File: config.mk
export PLATFORM = sky130hd
export DESIGN_NAME = lsu_mem_stage
export DESIGN_NICKNAME = d
export VERILOG_FILES = /design/src/rtl/lsu_mem_stage.sv
export SDC_FILE = /design/constraint.sdc
export NUM_CORES = 1
export LEC_CHECK = 0
export BUFFER_PORTS_ARGS = -buffer_cell sky130_fd_sc_hd__buf_2
export CAP_MARGIN = 15
export CORE_ASPECT_RATIO = 2
export CORE_MARGIN = 3
export CORE_UTILIZATION = 49
export DETAILED_ROUTE_END_ITERATION = 12
export MAX_ROUTING_LAYER = met4
export PLACE_DENSITY = 0.88
export SYNTH_ARGS = -nofsm -noshare
export SYNTH_HDL_FRONTEND = slang
export SYNTH_SLANG_ARGS = --single-unit
File: constraint.sdc
create_clock -name clk -period 1.95 [get_ports clk]
set_input_delay 0.195 -clock clk [delete_from_list [all_inputs] [get_ports clk]]
set_output_delay 0.195 -clock clk [all_outputs]
set_load 0.01 [all_outputs]
File: src/rtl/lsu_mem_stage.sv
// MEM-stage load/store unit: one data-memory transaction per request over req/ack,
// with byte-lane steering for stores and lane extraction/extension for loads.
module lsu_mem_stage #(
  parameter int MEM_OP_W = 3
) (
  input  logic                clk,
  input  logic                rst,
  input  logic                start,
  input  logic [MEM_OP_W-1:0] mem_op,
  input  logic [31:0]         alu_addr,
  input  logic [31:0]         store_data,
  output logic                busy,
  output logic                done,
  output logic                addr_err,
  output logic [31:0]         load_data,
  output logic                mem_req,
  output logic                mem_we,
  output logic [31:0]         mem_addr,
  output logic [3:0]          mem_be,
  output logic [31:0]         mem_wdata,
  input  logic [31:0]         mem_rdata,
  input  logic                mem_ack
);

  localparam logic [MEM_OP_W-1:0] OP_LW  = MEM_OP_W'(0);
  localparam logic [MEM_OP_W-1:0] OP_LH  = MEM_OP_W'(1);
  localparam logic [MEM_OP_W-1:0] OP_LHU = MEM_OP_W'(2);
  localparam logic [MEM_OP_W-1:0] OP_LB  = MEM_OP_W'(3);
  localparam logic [MEM_OP_W-1:0] OP_LBU = MEM_OP_W'(4);
  localparam logic [MEM_OP_W-1:0] OP_SW  = MEM_OP_W'(5);
  localparam logic [MEM_OP_W-1:0] OP_SH  = MEM_OP_W'(6);
  localparam logic [MEM_OP_W-1:0] OP_SB  = MEM_OP_W'(7);

  typedef enum logic [1:0] {IDLE, REQ, DONE, ERR} state_t;

  state_t                state_reg, state_next;
  logic [MEM_OP_W-1:0]   op_reg, op_next;
  logic [1:0]            off_reg, off_next;
  logic                  busy_reg, busy_next;
  logic                  done_reg, done_next;
  logic                  addr_err_reg, addr_err_next;
  logic [31:0]           load_data_reg, load_data_next;
  logic                  mem_req_reg, mem_req_next;
  logic                  mem_we_reg, mem_we_next;
  logic [31:0]           mem_addr_reg, mem_addr_next;
  logic [3:0]            mem_be_reg, mem_be_next;
  logic [31:0]           mem_wdata_reg, mem_wdata_next;

  logic                  is_word, is_half, req_store, misaligned;
  logic [3:0]            be_calc;
  logic [31:0]           wdata_calc;
  logic [7:0]            byte_lane;
  logic [15:0]           half_lane;
  logic [31:0]           rdata_ext;
  logic                  op_is_load;

  // Request-side decode works on the live inputs; results are captured on accept.
  always_comb begin
    is_word    = (mem_op == OP_LW) || (mem_op == OP_SW);
    is_half    = (mem_op == OP_LH) || (mem_op == OP_LHU) || (mem_op == OP_SH);
    req_store  = (mem_op == OP_SW) || (mem_op == OP_SH) || (mem_op == OP_SB);
    misaligned = (is_word && (alu_addr[1:0] != 2'b00)) || (is_half && alu_addr[0]);
    if (is_word)
      be_calc = 4'b1111;
    else if (is_half)
      be_calc = alu_addr[1] ? 4'b1100 : 4'b0011;
    else
      be_calc = 4'b0001 << alu_addr[1:0];
    case (mem_op)
      OP_SW:   wdata_calc = store_data;
      OP_SH:   wdata_calc = {2{store_data[15:0]}};
      OP_SB:   wdata_calc = {4{store_data[7:0]}};
      default: wdata_calc = 32'h0;
    endcase
  end

  // Load-side extraction uses the op/offset latched at accept time.
  always_comb begin
    byte_lane  = mem_rdata[{off_reg, 3'b000} +: 8];
    half_lane  = mem_rdata[{off_reg[1], 4'b0000} +: 16];
    op_is_load = (op_reg == OP_LW) || (op_reg == OP_LH) || (op_reg == OP_LHU) ||
                 (op_reg == OP_LB) || (op_reg == OP_LBU);
    case (op_reg)
      OP_LB:   rdata_ext = {{24{byte_lane[7]}}, byte_lane};
      OP_LBU:  rdata_ext = {24'h0, byte_lane};
      OP_LH:   rdata_ext = {{16{half_lane[15]}}, half_lane};
      OP_LHU:  rdata_ext = {16'h0, half_lane};
      default: rdata_ext = mem_rdata;
    endcase
  end

  always_comb begin
    state_next     = state_reg;
    op_next        = op_reg;
    off_next       = off_reg;
    load_data_next = load_data_reg;
    mem_req_next   = mem_req_reg;
    mem_we_next    = mem_we_reg;
    mem_addr_next  = mem_addr_reg;
    mem_be_next    = mem_be_reg;
    mem_wdata_next = mem_wdata_reg;
    case (state_reg)
      IDLE: begin
        if (start) begin
          op_next  = mem_op;
          off_next = alu_addr[1:0];
          if (misaligned) begin
            state_next = ERR;
          end else begin
            state_next     = REQ;
            mem_req_next   = 1'b1;
            mem_we_next    = req_store;
            mem_addr_next  = {alu_addr[31:2], 2'b00};
            mem_be_next    = be_calc;
            mem_wdata_next = wdata_calc;
          end
        end
      end
      REQ: begin
        if (mem_ack) begin
          mem_req_next = 1'b0;
          state_next   = DONE;
          if (op_is_load)
            load_data_next = rdata_ext;
        end
      end
      DONE:    state_next = IDLE;
      ERR:     state_next = IDLE;
      default: state_next = IDLE;
    endcase
    busy_next     = (state_next != IDLE);
    done_next     = (state_next == DONE) || (state_next == ERR);
    addr_err_next = (state_next == ERR);
  end

  always_ff @(posedge clk) begin
    if (rst) begin
      state_reg     <= IDLE;
      op_reg        <= '0;
      off_reg       <= 2'b00;
      busy_reg      <= 1'b0;
      done_reg      <= 1'b0;
      addr_err_reg  <= 1'b0;
      load_data_reg <= 32'h0;
      mem_req_reg   <= 1'b0;
      mem_we_reg    <= 1'b0;
      mem_addr_reg  <= 32'h0;
      mem_be_reg    <= 4'h0;
      mem_wdata_reg <= 32'h0;
    end else begin
      state_reg     <= state_next;
      op_reg        <= op_next;
      off_reg       <= off_next;
      busy_reg      <= busy_next;
      done_reg      <= done_next;
      addr_err_reg  <= addr_err_next;
      load_data_reg <= load_data_next;
      mem_req_reg   <= mem_req_next;
      mem_we_reg    <= mem_we_next;
      mem_addr_reg  <= mem_addr_next;
      mem_be_reg    <= mem_be_next;
      mem_wdata_reg <= mem_wdata_next;
    end
  end

  assign busy      = busy_reg;
  assign done      = done_reg;
  assign addr_err  = addr_err_reg;
  assign load_data = load_data_reg;
  assign mem_req   = mem_req_reg;
  assign mem_we    = mem_we_reg;
  assign mem_addr  = mem_addr_reg;
  assign mem_be    = mem_be_reg;
  assign mem_wdata = mem_wdata_reg;

endmodule

# ---- Yosys cells after proc, flatten, opt, wreduce, memory -nomap -nowiden
# Cells that the tools add are included.
dict set report totals {
  ff_bits 110
  latch_bits 0
  mem_bits_rw 0
  rom_bits 0
  input_bits 103
  output_inout_bits 105
  elab_cells 70
  mem_count 0
}
dict set report op_classes {
  add_sub_neg 0
  n_mul 0
  div_mod_pow 0
  order_cmp 0
  n_eq_ne 17
  n_shift 3
  mux 13
  n_bitwise 1
  reduce_logical 24
}
# operator n
set ops {}
lappend ops {{$pmux 32 s4} 1}
lappend ops {{$pmux 32 s3} 1}
lappend ops {{$shiftx 32x6->16} 1}
lappend ops {{$shiftx 32x6->8} 1}
lappend ops {{$eq 3x3->1 const B} 4}
lappend ops {{$mux 4} 3}
lappend ops {{$logic_or 1x1->1} 11}
lappend ops {{$eq 3x2->1 const B} 3}
lappend ops {{$eq 2x2->1 const B} 4}
lappend ops {{$eq 3x1->1 const B} 2}
lappend ops {{$logic_not 3->1} 2}
lappend ops {{$mux 2} 3}
lappend ops {{$ne 2x2->1 const B} 3}
lappend ops {{$pmux 2 s3} 1}
lappend ops {{$reduce_and 3->1} 2}
lappend ops {{$reduce_bool 2->1} 3}
lappend ops {{$reduce_and 4->1} 1}
lappend ops {{$shl 1x2->4 const A} 1}
lappend ops {{$mux 1} 3}
lappend ops {{$eq 2x1->1 const B} 1}
lappend ops {{$logic_and 1x1->1} 2}
lappend ops {{$logic_not 2->1} 1}
lappend ops {{$pmux 1 s2} 1}
lappend ops {{$reduce_and 2->1} 1}
lappend ops {{other kinds (2)} 2}

# ---- Longest topological paths before layout
dict set report depth {
  ltp_word 10
  depth_mapped 8
  mapped_depth_nobuf 5
}

# ---- Worst setup path before layout
# Ideal clock, no wire load.
dict set report synth_path {
  path_kind {register to register}
  start {register op_reg[0]}
  end {register load_data_reg[6], in the netlist load_data[6]}
  setup_time_ns 0.125
  arrival_ns 1.548
  required_time_ns 1.825
  slack_ns 0.277
  path_stages_with_launch 9
  path_buffers 3
  period_less_slack_ns 1.673
  path_cell_list {dfxtp_1 -> buf_6 -> or2_4 -> buf_6 -> a21oi_1 -> o21ai_0 -> clkbuf_1 -> o31ai_1 -> a21oi_2}
}
dict set report synth_via {
  elab_chain_len 6
  elab_cells_between_ends 11
  cone_classes {4 x eq/ne; 1 x mux; 6 x reduce/logical}
}
# element line
set synth_rtl {}
lappend synth_rtl {{start, declared} 37} ;# logic [MEM_OP_W-1:0] op_reg, op_next;
lappend synth_rtl {{start signal, assigned} 152} ;# op_reg <= op_next;
lappend synth_rtl {{$eq 3x1->1 / $logic_not 3->1 (equally long branches)} {81, 83}}
lappend synth_rtl {{$logic_or 1x1->1 (3 in series)} 81} ;# op_is_load = (op_reg == OP_LW) || (op_reg == OP_LH) || (op_reg == OP_LHU) ||
lappend synth_rtl {{$logic_or 1x1->1} 82} ;# (op_reg == OP_LB) || (op_reg == OP_LBU);
lappend synth_rtl {{$reduce_and 3->1 (no source line)} -}
lappend synth_rtl {{end signal, assigned} 157} ;# load_data_reg <= load_data_next;
lappend synth_rtl {{end, declared} 42} ;# logic [31:0] load_data_reg, load_data_next;
# Parallel ways exist; a longest one is shown, timed or not.
# A chain may end at the register's enable or synchronous reset.

# ---- Worst setup path in the final report
dict set report layout_path {
  start {register op_reg[1]}
  end {register load_data_reg[4], in the netlist load_data[4]}
}
# Same word-level chain as after synthesis.

==> impl_metrics.tcl <==
set metrics [dict create \
    status "completed" \
    yosys-top-cells-area "dfxtp_1 (42%), nand2_1 (7.3%), o2bb2ai_2 (5.8%), a21oi_1 (5.1%), a211oi_1 (4.5%)" \
    die_h_um 152 \
    antenna_cells 0 \
    ctsHtreeMaxLevel 3 \
    synth_cells 607 \
    rsz0062_at_grt "no" \
    fin_crit_ns 1.82 \
    ys_async_sr_fraction 0 \
    end_kind "flip-flop" \
    path_class "flip-flop to flip-flop" \
    crit_buf_inv 1 \
    clock_power_share 0.340 \
    setup_viol 0 \
    grt_pass1_wl_um 24800 \
    hold_buffers 0 \
    dr.first_iter.drc_count 357 \
    fin_nets 911 \
    worstPathArrival_ns 2.06 \
    drt-total-wl_um 15700 \
    drc 0 \
    area_growth_pct 28.6 \
    drt-vias-per-instance 5.53 \
    combinationalPowerShare 0.200 \
    vdd_drop_max_mv 0.501 \
    num_rows 52 \
    cts_made_buffers 9 \
    synth.distinct_cells 56 \
    min_period_over_period 0.934 \
    clock_latency_ns 0.34 \
    grt-ovfl-total 0 \
    cts-root-buf "clkbuf_16" \
    cp_data_required_time_ns 2.19 \
    seq_area_frac_synth 0.423 \
    path_cells "buf_4, nand2_1, o22ai_2, o21ba_1, o311a_1, a2111oi_2" \
    hold_violations 0 \
    dpl.hpwl_um 12200 \
    clock_path_buffers 2 \
    hold_class "primary input to flip-flop" \
    path_max_fanout 7 \
    hold_end "mem_wdata[0]$_SDFFE_PP0P_" \
    power_density_nw_per_um2 796 \
    switching_share 0.301 \
    crit_family "compound AO/OA/AOI/OAI gates" \
    post-place-cells 932 \
    synth_top_area_cell "dfxtp_1" \
    via_count 5245 \
    reg2reg_to "load_data[4]$_SDFFE_PP0P_" \
    cts_tree "done" \
    cts_setup_buffers 0 \
    cap_violations 0 \
    startpoint_type "flip-flop" \
    r2r-start "op_reg[1]$_SDFFE_PP0P_" \
    critPathSlowestCell "dfxtp_1" \
    relSlewSlack 0.351 \
    p_int_w 0.00373 \
    drive_above_1_share 0.370 \
    antenna_found_initial 0 \
    die_w_um 78.9 \
    ys_warn_count 0 \
    grt_max_degree 46 \
    min-delay-start "store_data[0]" \
    max_freq_mhz 549 \
    p_switching_w 0.00161 \
    worstMarginPinSlew_ns 0.971 \
    wl_per_cell_um 16.6 \
    first_global_vias 5111 \
    p_leak_nw 3.08 \
    p_seq_frac 0.460 \
    ff2ff_path_depth 6 \
    fin_skew_ns 0.00722 \
    timing.setup.tns_ns 0 \
    grtUsageTotal 0.265 \
    hold_path_depth 2 \
    reg2reg_slack_ns 0.13 \
    post-route-util 0.652 \
    antenna_left 0 \
    critPathMaxStageDelay_ns 0.46 \
    synth-seq-cells 110 \
    first_pass_iters 5 \
    clock_sinks 110 \
    core-area_um2 10300 \
    placed_cell_area_um2 6390 \
    synth_top_area_frac 0.423 \
    final_cells 948 \
    clkSlewWorstSetupHoldPaths_ns 0.08 \
    synth.avg_cell_area_um2 8.58 \
    maxSlewViolCount 0 \
    port_buffers 205 \
    stdcell_area_um2 6700 \
    start_util 0.507 \
    dieArea_um2 12000 \
    gp_congestion 0.901 \
    synth_edf_count 0 \
    ys.flop_type "dfxtp_1" \
    synth_area_um2 5210 \
    num_io_pins 208 \
]
## metal layers
metal,up-vias,GRT usage,share of wire
li1,2545,-,-
met1,2427,0.267,0.35
met2,223,0.491,0.56
met3,50,0.0308,0.049
met4,0,0.127,0.042
met5,-,-,0
## cell usage after synthesis (4+ instances only)
cell type,number
nor2_1,60
a21boi_0,9
buf_1,4
o31ai_1,6
o2bb2ai_2,20
nor2b_1,4
o21ai_0,31
a211oi_1,31
o221ai_1,6
or2_2,4
clkbuf_1,18
buf_6,8
a21oi_1,53
a22o_1,8
mux2i_1,5
a22oi_1,16
dfxtp_1,110
nand2_1,102
o21bai_1,14
a311o_1,6
o2bb2ai_1,4
inv_1,20
buf_2,18
nand2b_1,5
a21o_1,7
## final cells by class
type,instances,area [µm²]
Clock buffer,9,225
Timing Repair Buffer,239,1280
Inverter,20,75.1
Clock inverter,7,78.8
Tap cell,135,169
Fill cell,935,3580
Sequential cell,110,2200
Multi-Input combinational cell,428,2670
## repair_timing
action | CTS | global route
setup endpoints to repair | 0 | 7
hold endpoints to repair | 0 | 0
resized for setup | 0 | 2
## placed cells by master (no fill, tap or decap), types with 2 or more instances in the layout
master     count
o221ai_1       6
clkinv_8       2
a21o_1         7
nand2b_1       5
conb_1         2
mux2_2         2
or2_2          4
clkbuf_16      9
nor2_4         2
inv_6          2
clkinv_4       2
inv_1         20
a22o_1         8
mux2i_1        5
nor3_2         2
buf_4         34
buf_2        205
o21ai_0       31
o21bai_1      14
o2bb2ai_1      4
a211o_1        2
o2bb2ai_2     20
o31ai_1        6
a22oi_1       16
nor2b_1        4
nor2_1        60
dfxtp_1      109
a211oi_1      31
nand2_1      102
a311o_1        6
a21boi_0       9
a21oi_1       53
a31oi_1        2
## worst register-to-register path, stage by stage, from the launching register on
cell and delay (ns):
dfxtp_1 0.46, buf_4 0.19, nand2_1 0.08, o22ai_2 0.21
o21ba_1 0.18, o311a_1 0.34, a2111oi_2 0.26
## how the worst max path moves through the flow
stage | from | cells past startpoint | to | slack [ns]
floorplan | op_reg[0]$_SDFFE_PP0P_ | 8 | load_data[6]$_SDFFE_PP0P_ | 0.28
global placement | mem_op[1] | 7 | mem_wdata[5]$_SDFFE_PP0P_ | -0.1
detailed placement | mem_op[1] | 7 | mem_wdata[3]$_SDFFE_PP0P_ | -0.11
CTS | op_reg[0]$_SDFFE_PP0P_ | 6 | load_data[4]$_SDFFE_PP0P_ | 0.0008
global route | op_reg[1]$_SDFFE_PP0P_ | 6 | load_data[4]$_SDFFE_PP0P_ | 0.003
finish | op_reg[1]$_SDFFE_PP0P_ | 6 | load_data[4]$_SDFFE_PP0P_ | 0.13
## power groups by stage
| stage | Sequential, W | Clock, W | Combinational [W] |
|---|---|---|---|
| detailed placement | 0.00250 | 0 | 0.00105 |
| finish | 0.00245 | 0.00182 | 0.00106 |
| floorplan | 0.00255 | 0 | 0.000599 |
| CTS | 0.00245 | 0.00185 | 0.00106 |
| global placement | 0.00250 | 0 | 0.00103 |
| global route | 0.00247 | 0.00195 | 0.00117 |
## kinds of logic after synthesis
group	after synthesis	synth area share
DFF	110	0.423
buffers and inverters	70	0.0677
AOI/OAI and AO/OA	226	0.328
other	1	0.000720
xor gates and xnor gates	3	0.00504
muxes	7	0.0139
and+or+nand+nor	190	0.162
## stage by stage
stage / setup slack (ns) / hold WS (ns) / total power, W
floorplan: 0.277 / 0.320 / 0.00315
global placement: -0.0975 / 0.422 / 0.00353
detailed placement: -0.105 / 0.429 / 0.00356
CTS: 0.000814 / 0.0618 / 0.00537
global route: 0.00322 / 0.0662 / 0.00559
finish: 0.129 / 0.0731 / 0.00533
No activity file was read; power rests on OpenSTA's default activity.
